**src/rtl/uart_rx_cfg.sv**
```systemverilog
// uart_rx_cfg: configurable UART receiver (5..9 data bits, none/odd/even parity, 1 or 2 stop bits).
// Build option RX_MAJORITY_EN: every bit decision becomes a 3-sample majority vote.
module uart_rx_cfg #(
    parameter int CLKS_PER_BIT = 40,
    parameter int DATA_BITS    = 8,
    parameter int PARITY_MODE  = 0,
    parameter int STOP_BITS    = 1
) (
    input  logic                 clk,
    input  logic                 rst_n,
    input  logic                 i_Rx,
    output logic                 Rx_done_tick,
    output logic [DATA_BITS-1:0] dout,
    output logic                 parity_err,
    output logic                 frame_err,
    output logic                 busy
);

    localparam int CW = $clog2(CLKS_PER_BIT);
    localparam int IW = $clog2(DATA_BITS);

    localparam logic [CW-1:0] CNT_MID   = CW'((CLKS_PER_BIT - 1) / 2);
    localparam logic [CW-1:0] CNT_LAST  = CW'(CLKS_PER_BIT - 1);
    localparam logic [IW-1:0] IDX_LAST  = IW'(DATA_BITS - 1);
    localparam logic          STOP_LAST = (STOP_BITS == 2);

    localparam logic [2:0] S_IDLE   = 3'd0;
    localparam logic [2:0] S_START  = 3'd1;
    localparam logic [2:0] S_DATA   = 3'd2;
    localparam logic [2:0] S_PARITY = 3'd3;
    localparam logic [2:0] S_STOP   = 3'd4;

    logic rx_m;
    logic rx_s;
    logic sample;

    // NOTE: non-blocking assignments make rx_s take the previous rx_m, giving two real flop stages.
    always_ff @(posedge clk or negedge rst_n) begin
        if (!rst_n) begin
            rx_m <= 1'b1;
            rx_s <= 1'b1;
        end else begin
            rx_m <= i_Rx;
            rx_s <= rx_m;
        end
    end

`ifdef RX_MAJORITY_EN
    logic rx_p;

    always_ff @(posedge clk or negedge rst_n) begin
        if (!rst_n) begin
            rx_p <= 1'b1;
        end else begin
            rx_p <= rx_s;
        end
    end

    // rx_m is the value rx_s takes next cycle, so the vote spans T-1..T+1 without extra latency.
    assign sample = (rx_p & rx_s) | (rx_p & rx_m) | (rx_s & rx_m);
`else
    assign sample = rx_s;
`endif

    logic [2:0]           state;
    logic [CW-1:0]        cnt;
    logic [IW-1:0]        idx;
    logic                 stop_idx;
    logic [DATA_BITS-1:0] shreg;
    logic                 par_bit;
    logic                 frm_bad;
    logic                 armed;
    logic                 par_bad;
    logic                 stop_bad;

    assign par_bad  = (PARITY_MODE == 1) ? ~(^{shreg, par_bit}) :
                      (PARITY_MODE == 2) ?  (^{shreg, par_bit}) : 1'b0;
    assign stop_bad = frm_bad | ~sample;
    assign busy     = (state != S_IDLE);

    always_ff @(posedge clk or negedge rst_n) begin
        if (!rst_n) begin
            state        <= S_IDLE;
            cnt          <= '0;
            idx          <= '0;
            stop_idx     <= 1'b0;
            shreg        <= '0;
            par_bit      <= 1'b0;
            frm_bad      <= 1'b0;
            armed        <= 1'b0;
            dout         <= '0;
            parity_err   <= 1'b0;
            frame_err    <= 1'b0;
            Rx_done_tick <= 1'b0;
        end else begin
            Rx_done_tick <= 1'b0;
            if (rx_s) begin
                armed <= 1'b1;
            end

            case (state)
                S_IDLE: begin
                    cnt      <= '0;
                    idx      <= '0;
                    stop_idx <= 1'b0;
                    frm_bad  <= 1'b0;
                    if (!rx_s && armed) begin
                        state <= S_START;
                    end
                end

                S_START: begin
                    if (cnt == CNT_MID) begin
                        cnt   <= '0;
                        state <= sample ? S_IDLE : S_DATA;
                    end else begin
                        cnt <= cnt + 1'b1;
                    end
                end

                S_DATA: begin
                    if (cnt == CNT_LAST) begin
                        cnt   <= '0;
                        shreg <= {sample, shreg[DATA_BITS-1:1]};
                        idx   <= idx + 1'b1;
                        if (idx == IDX_LAST) begin
                            state <= (PARITY_MODE != 0) ? S_PARITY : S_STOP;
                        end
                    end else begin
                        cnt <= cnt + 1'b1;
                    end
                end

                S_PARITY: begin
                    if (cnt == CNT_LAST) begin
                        cnt     <= '0;
                        par_bit <= sample;
                        state   <= S_STOP;
                    end else begin
                        cnt <= cnt + 1'b1;
                    end
                end

                S_STOP: begin
                    if (cnt == CNT_LAST) begin
                        cnt     <= '0;
                        frm_bad <= stop_bad;
                        // A low stop bit still completes the frame; it is only flagged.
                        if (stop_idx == STOP_LAST) begin
                            state        <= S_IDLE;
                            Rx_done_tick <= 1'b1;
                            dout         <= shreg;
                            parity_err   <= par_bad;
                            frame_err    <= stop_bad;
                            if (stop_bad) begin
                                armed <= 1'b0;
                            end
                        end else begin
                            stop_idx <= 1'b1;
                        end
                    end else begin
                        cnt <= cnt + 1'b1;
                    end
                end

                default: state <= S_IDLE;
            endcase
        end
    end

endmodule

```
**config.mk**
```make
export PLATFORM = sky130hd
export DESIGN_NAME = uart_rx_cfg
export DESIGN_NICKNAME = d
export VERILOG_FILES = /design/src/rtl/uart_rx_cfg.sv
export SDC_FILE = /design/constraint.sdc
export NUM_CORES = 1
export LEC_CHECK = 0
export ABC_CLOCK_PERIOD_IN_PS = 2300
export CORE_MARGIN = 2
export CORE_UTILIZATION = 30
export CTS_CLUSTER_SIZE = 14
export DETAILED_ROUTE_END_ITERATION = 10
export PLACE_DENSITY_LB_ADDON = 0.2
export SLEW_MARGIN = 20
export SYNTH_ARGS = -nofsm -noshare
export SYNTH_HDL_FRONTEND = slang
export SYNTH_SLANG_ARGS = --single-unit
```
**constraint.sdc**
```tcl
create_clock -name clk -period 2.3 [get_ports clk]
set_input_delay 0.46 -clock clk [delete_from_list [all_inputs] [get_ports clk]]
set_output_delay 0.46 -clock clk [all_outputs]
set_load 0.02 [all_outputs]
```
==> metrics.md <==
| Metric | Value |
|---|---|
| Vias per cell | 5.08 |
| Synth Net Count | 141 |
| DR WL/cell | 14.3 microns |
| IO buf count | 13 |
| Seq/Total Area, Yosys | 52.9% |
| Logic pwr share | 26.2% |
| # DRC | 0 |
| Crit-path cells | or3_1 > dlygate4sd2_1 |
| Peak supply drop | 0.000269 V |
| Worst EP arrival | 1.65 ns |
| Clock Skews | 0.00864 ns |
| Reg-to-Reg End | dout[1] |
| Clk slew on worst S/H paths | 0.07 ns |
| Vias | 1,148 |
| CP Launch Type | flip-flop |
| Maximum clock rate | 0.473 GHz |
| Total negative setup slack | 0 ns |
| Nets | 160 |
| Most common flop cell mapped by yosys | dfrtp_1 |
| Die area | 6150 sq um |
| Netlist cell types | 45 |
| Worst R2R Start | state[0] |
| Crit path from | state[0] |
| Post-synth EDFFs | 0 |
| Syn. warnings | 0 |
| Num CTS Buffers | 5 |
| Total GRT Usage | 11.7% |
| Final Hold Fails | 0 |
| H-tree depth | 2 |
| Root Buffer | clkbuf_8 |
| Most Crowded Layer GR | met2 |
| Internal | 1090 uW |
| RSZ-0062 raised after global routing | false |
| IO Count | 15 |
| Vias in the first global route | 1,141 |
| Die Wd | 78.4 microns |
| Syn Area/Cell | 12.4 sq um |
| Critical Path End | busy |
| First-pass GRT wire length | 5640 microns |
| Setup WS pre-CTS | 0.280 ns |
| Final WS setup | 0.187 ns |
| Initial Util | 30.5% |
| Die Ht | 78.4 microns |
| Placer congestion estimate | 0.825 |
| Power density cells | 847 nW/um^2 |
| Sw Ratio | 35.1% |
| Final wirelength | 3220 microns |
| Num rows | 27 |
| Initial antenna violation count | 0 |
| Worst-case clock buffer depth | 2 |
| Gr ovfl total | 0 |
| Antenna viol nets, final | 0 |
| Yosys reg bits | 35 |
| # diodes | 0 |
| WP data required | 1.84 ns |
| Clk_lat worst skew | 0.28 ns |
| Setup violations, final | 0 |
| Met3 Use GR | 4.25% |
| Post-route minimum period | 2.11 ns |
| Mapped Cells | 134 |
| Top cells by area, synth | dfrtp_1 (50%), mux2_2 (12%), dfstp_2 (3.2%) |
| CP Max Fanout | 10 |
| Max-slew violation count | 0 |
| Status | finished, final reports clean |
| Power share of the sequential group | 47.0% |
| Min-delay worst type | flip-flop to flip-flop |
| Share of Yosys cell area claimed by the top area cell type | 49.7% |
| Leak | 0.000855 uW |
| MaxCap Viol Count | 0 |
| Critical Path Max Stage Delay | 0.53 ns |
| Post-synth top area cell | dfrtp_1 |
| Worst R2R Setup Slack | 0.33 ns |
| Area Growth Syn to Fin | 18.8% |
| DR iter-0 viols | 51 |
| CTS tree | yes |
| Final Power | 1670 uW |
| Reg2reg path depth | 4 |
| Synthesized cell area | 1660 sq um |
| CTS Sinks | 35 |
| Switch Pwr | 587 uW |
| Worst Setup End Kind | output pin |
| GR met1 Demand/Resource | 15.5% |
| HPWL Detailed | 2190 microns |
| Fraction of registers with async set or reset after synthesis | 100% |
| Core ar. | 5440 sq um |
| Layout cells sized above 1 | 23.4% |
| Pre-Repair DR Iteration Count | 4 |
| Largest net degree at the start of global routing | 36 |
| Worst path slowest cell | or3_1 |
| Clk network pwr share | 26.7% |
| Critical path class | flip-flop to output pin |
| Final Cycle Share | 91.8% |
| Grt met2 use | 18.1% |
==> cells in the final DEF (no fill, tap or decap), types with 2 or more instances in the layout <==
| cell type | instances |
|---|---|
| a211oi_1 | 6 |
| a21oi_1 | 4 |
| a32o_1 | 2 |
| buf_4 | 7 |
| clkbuf_8 | 5 |
| clkdlybuf4s50_1 | 12 |
| clkinvlp_4 | 2 |
| dfrtp_1 | 33 |
| dfstp_2 | 2 |
| ha_1 | 4 |
| inv_1 | 2 |
| mux2_2 | 17 |
| nand2_1 | 3 |
| nand2b_1 | 4 |
| nand3_1 | 2 |
| nand3b_1 | 2 |
| nor2_1 | 2 |
| nor3b_1 | 2 |
| nor4_1 | 2 |
| o21a_1 | 2 |
| o21ai_0 | 5 |
| o311ai_0 | 2 |
| o31ai_1 | 4 |
| o41ai_1 | 2 |
| or3_1 | 3 |
| or4_1 | 2 |
| or4b_1 | 2 |
==> critical path, delay by kind of cell (launching register included) <==
family | cells | cell delay (ns)
and+or+nand+nor | 1 | 0.53
DFF | 1 | 0.47
buffers and inverters | 1 | 0.37
==> what timing repair did <==
item,4_1_cts,5_1_grt
setup buffers,0,0
hold endpoints to repair,0,0
hold buffers,0,0
endpoints found under the setup margin,1,0
gates resized for setup,1,0
==> power by group through the flow <==
stage / registers, uW / logic (uW) / clock network, uW
5_1_grt: 803 / 494 / 503
6_report: 787 / 438 / 447
2_1_floorplan: 730 / 346 / 0
3_5_place_dp: 797 / 446 / 0
3_3_place_gp: 789 / 443 / 0
4_1_cts: 785 / 442 / 477
==> cells in the mapped netlist, types with 2 or more instances <==
library cell  count
nand3_1           2
buf_6             2
o311ai_0          2
inv_1             2
a211oi_1          6
clkbuf_1          3
ha_1              4
a21oi_1           4
o21a_1            2
nand3b_1          2
nor4_1            2
o31ai_1           4
o21ai_0           5
or4b_1            2
or4_1             2
mux2_2           17
dfstp_2           2
dfrtp_1          33
o41ai_1           2
nor3b_1           2
nor2_1            2
nand2_1           3
nand2b_1          4
a32o_1            2
or3_1             3
==> cell families (layout without fill, tap and decap cells) <==
kind of cell	count (synthesis)	after routing	synth area share, %
AO/OA/AOI/OAI	31	31	13.3
XOR/XNOR	1	1	0.527
adder cells (fa/ha/maj)	4	4	3.01
buffers and inverters	10	30	3.54
flip-flops	35	35	52.9
multiplexers	18	18	12.1
other	1	1	0.226
AND/OR/NAND/NOR	34	34	14.4
==> sequential cells by signal, summed over array words and instances (netlist names), 3 cells and up <==
name   flops
idx        3
shreg      8
state      3
dout       8
cnt        6
==> layer usage <==
layer	wire, microns	share of wire, %	vias to the layer above
met5	0	0	-
met4	10	0.31	0
met3	130	4.0	2
met2	1520	47	20
met1	1570	49	587
li1	-	-	539
==> area by class of cell <==
cell class / count / area (sq um)
Multi-Input combinational cell: 89 / 724
Timing Repair Buffer: 20 / 181
Tap cell: 72 / 90.1
Clock buffer: 5 / 68.8
Sequential cell: 35 / 878
Inverter: 2 / 7.51
Fill cell: 531 / 3460
Clock inverter: 3 / 23.8
==> metrics by stage <==
step,instances,utilization (%),hold slack [ns],area [sq um]
3_3_place_gp,218,34.6,0.347,1880
4_1_cts,226,36.3,0.362,1970
3_5_place_dp,218,34.6,0.347,1880
6_report,226,36.3,0.359,1970
5_1_grt,226,36.3,0.366,1970
2_1_floorplan,134,-,0.164,1660
==> worst min path at each step <==
| stage | end | slack, ns | cells after the start | from |
|---|---|---|---|---|
| final | rx_s | 0.36 | 0 | rx_m |
| after global routing | rx_s | 0.37 | 0 | rx_m |
| after CTS | rx_s | 0.36 | 0 | rx_m |
| after detailed placement | rx_s | 0.35 | 0 | rx_m |
| after global placement | rx_s | 0.35 | 0 | rx_m |
| after floorplan | Rx_done_tick | 0.16 | 0 | rst_n |
Power figures use the tool's default switching activity.
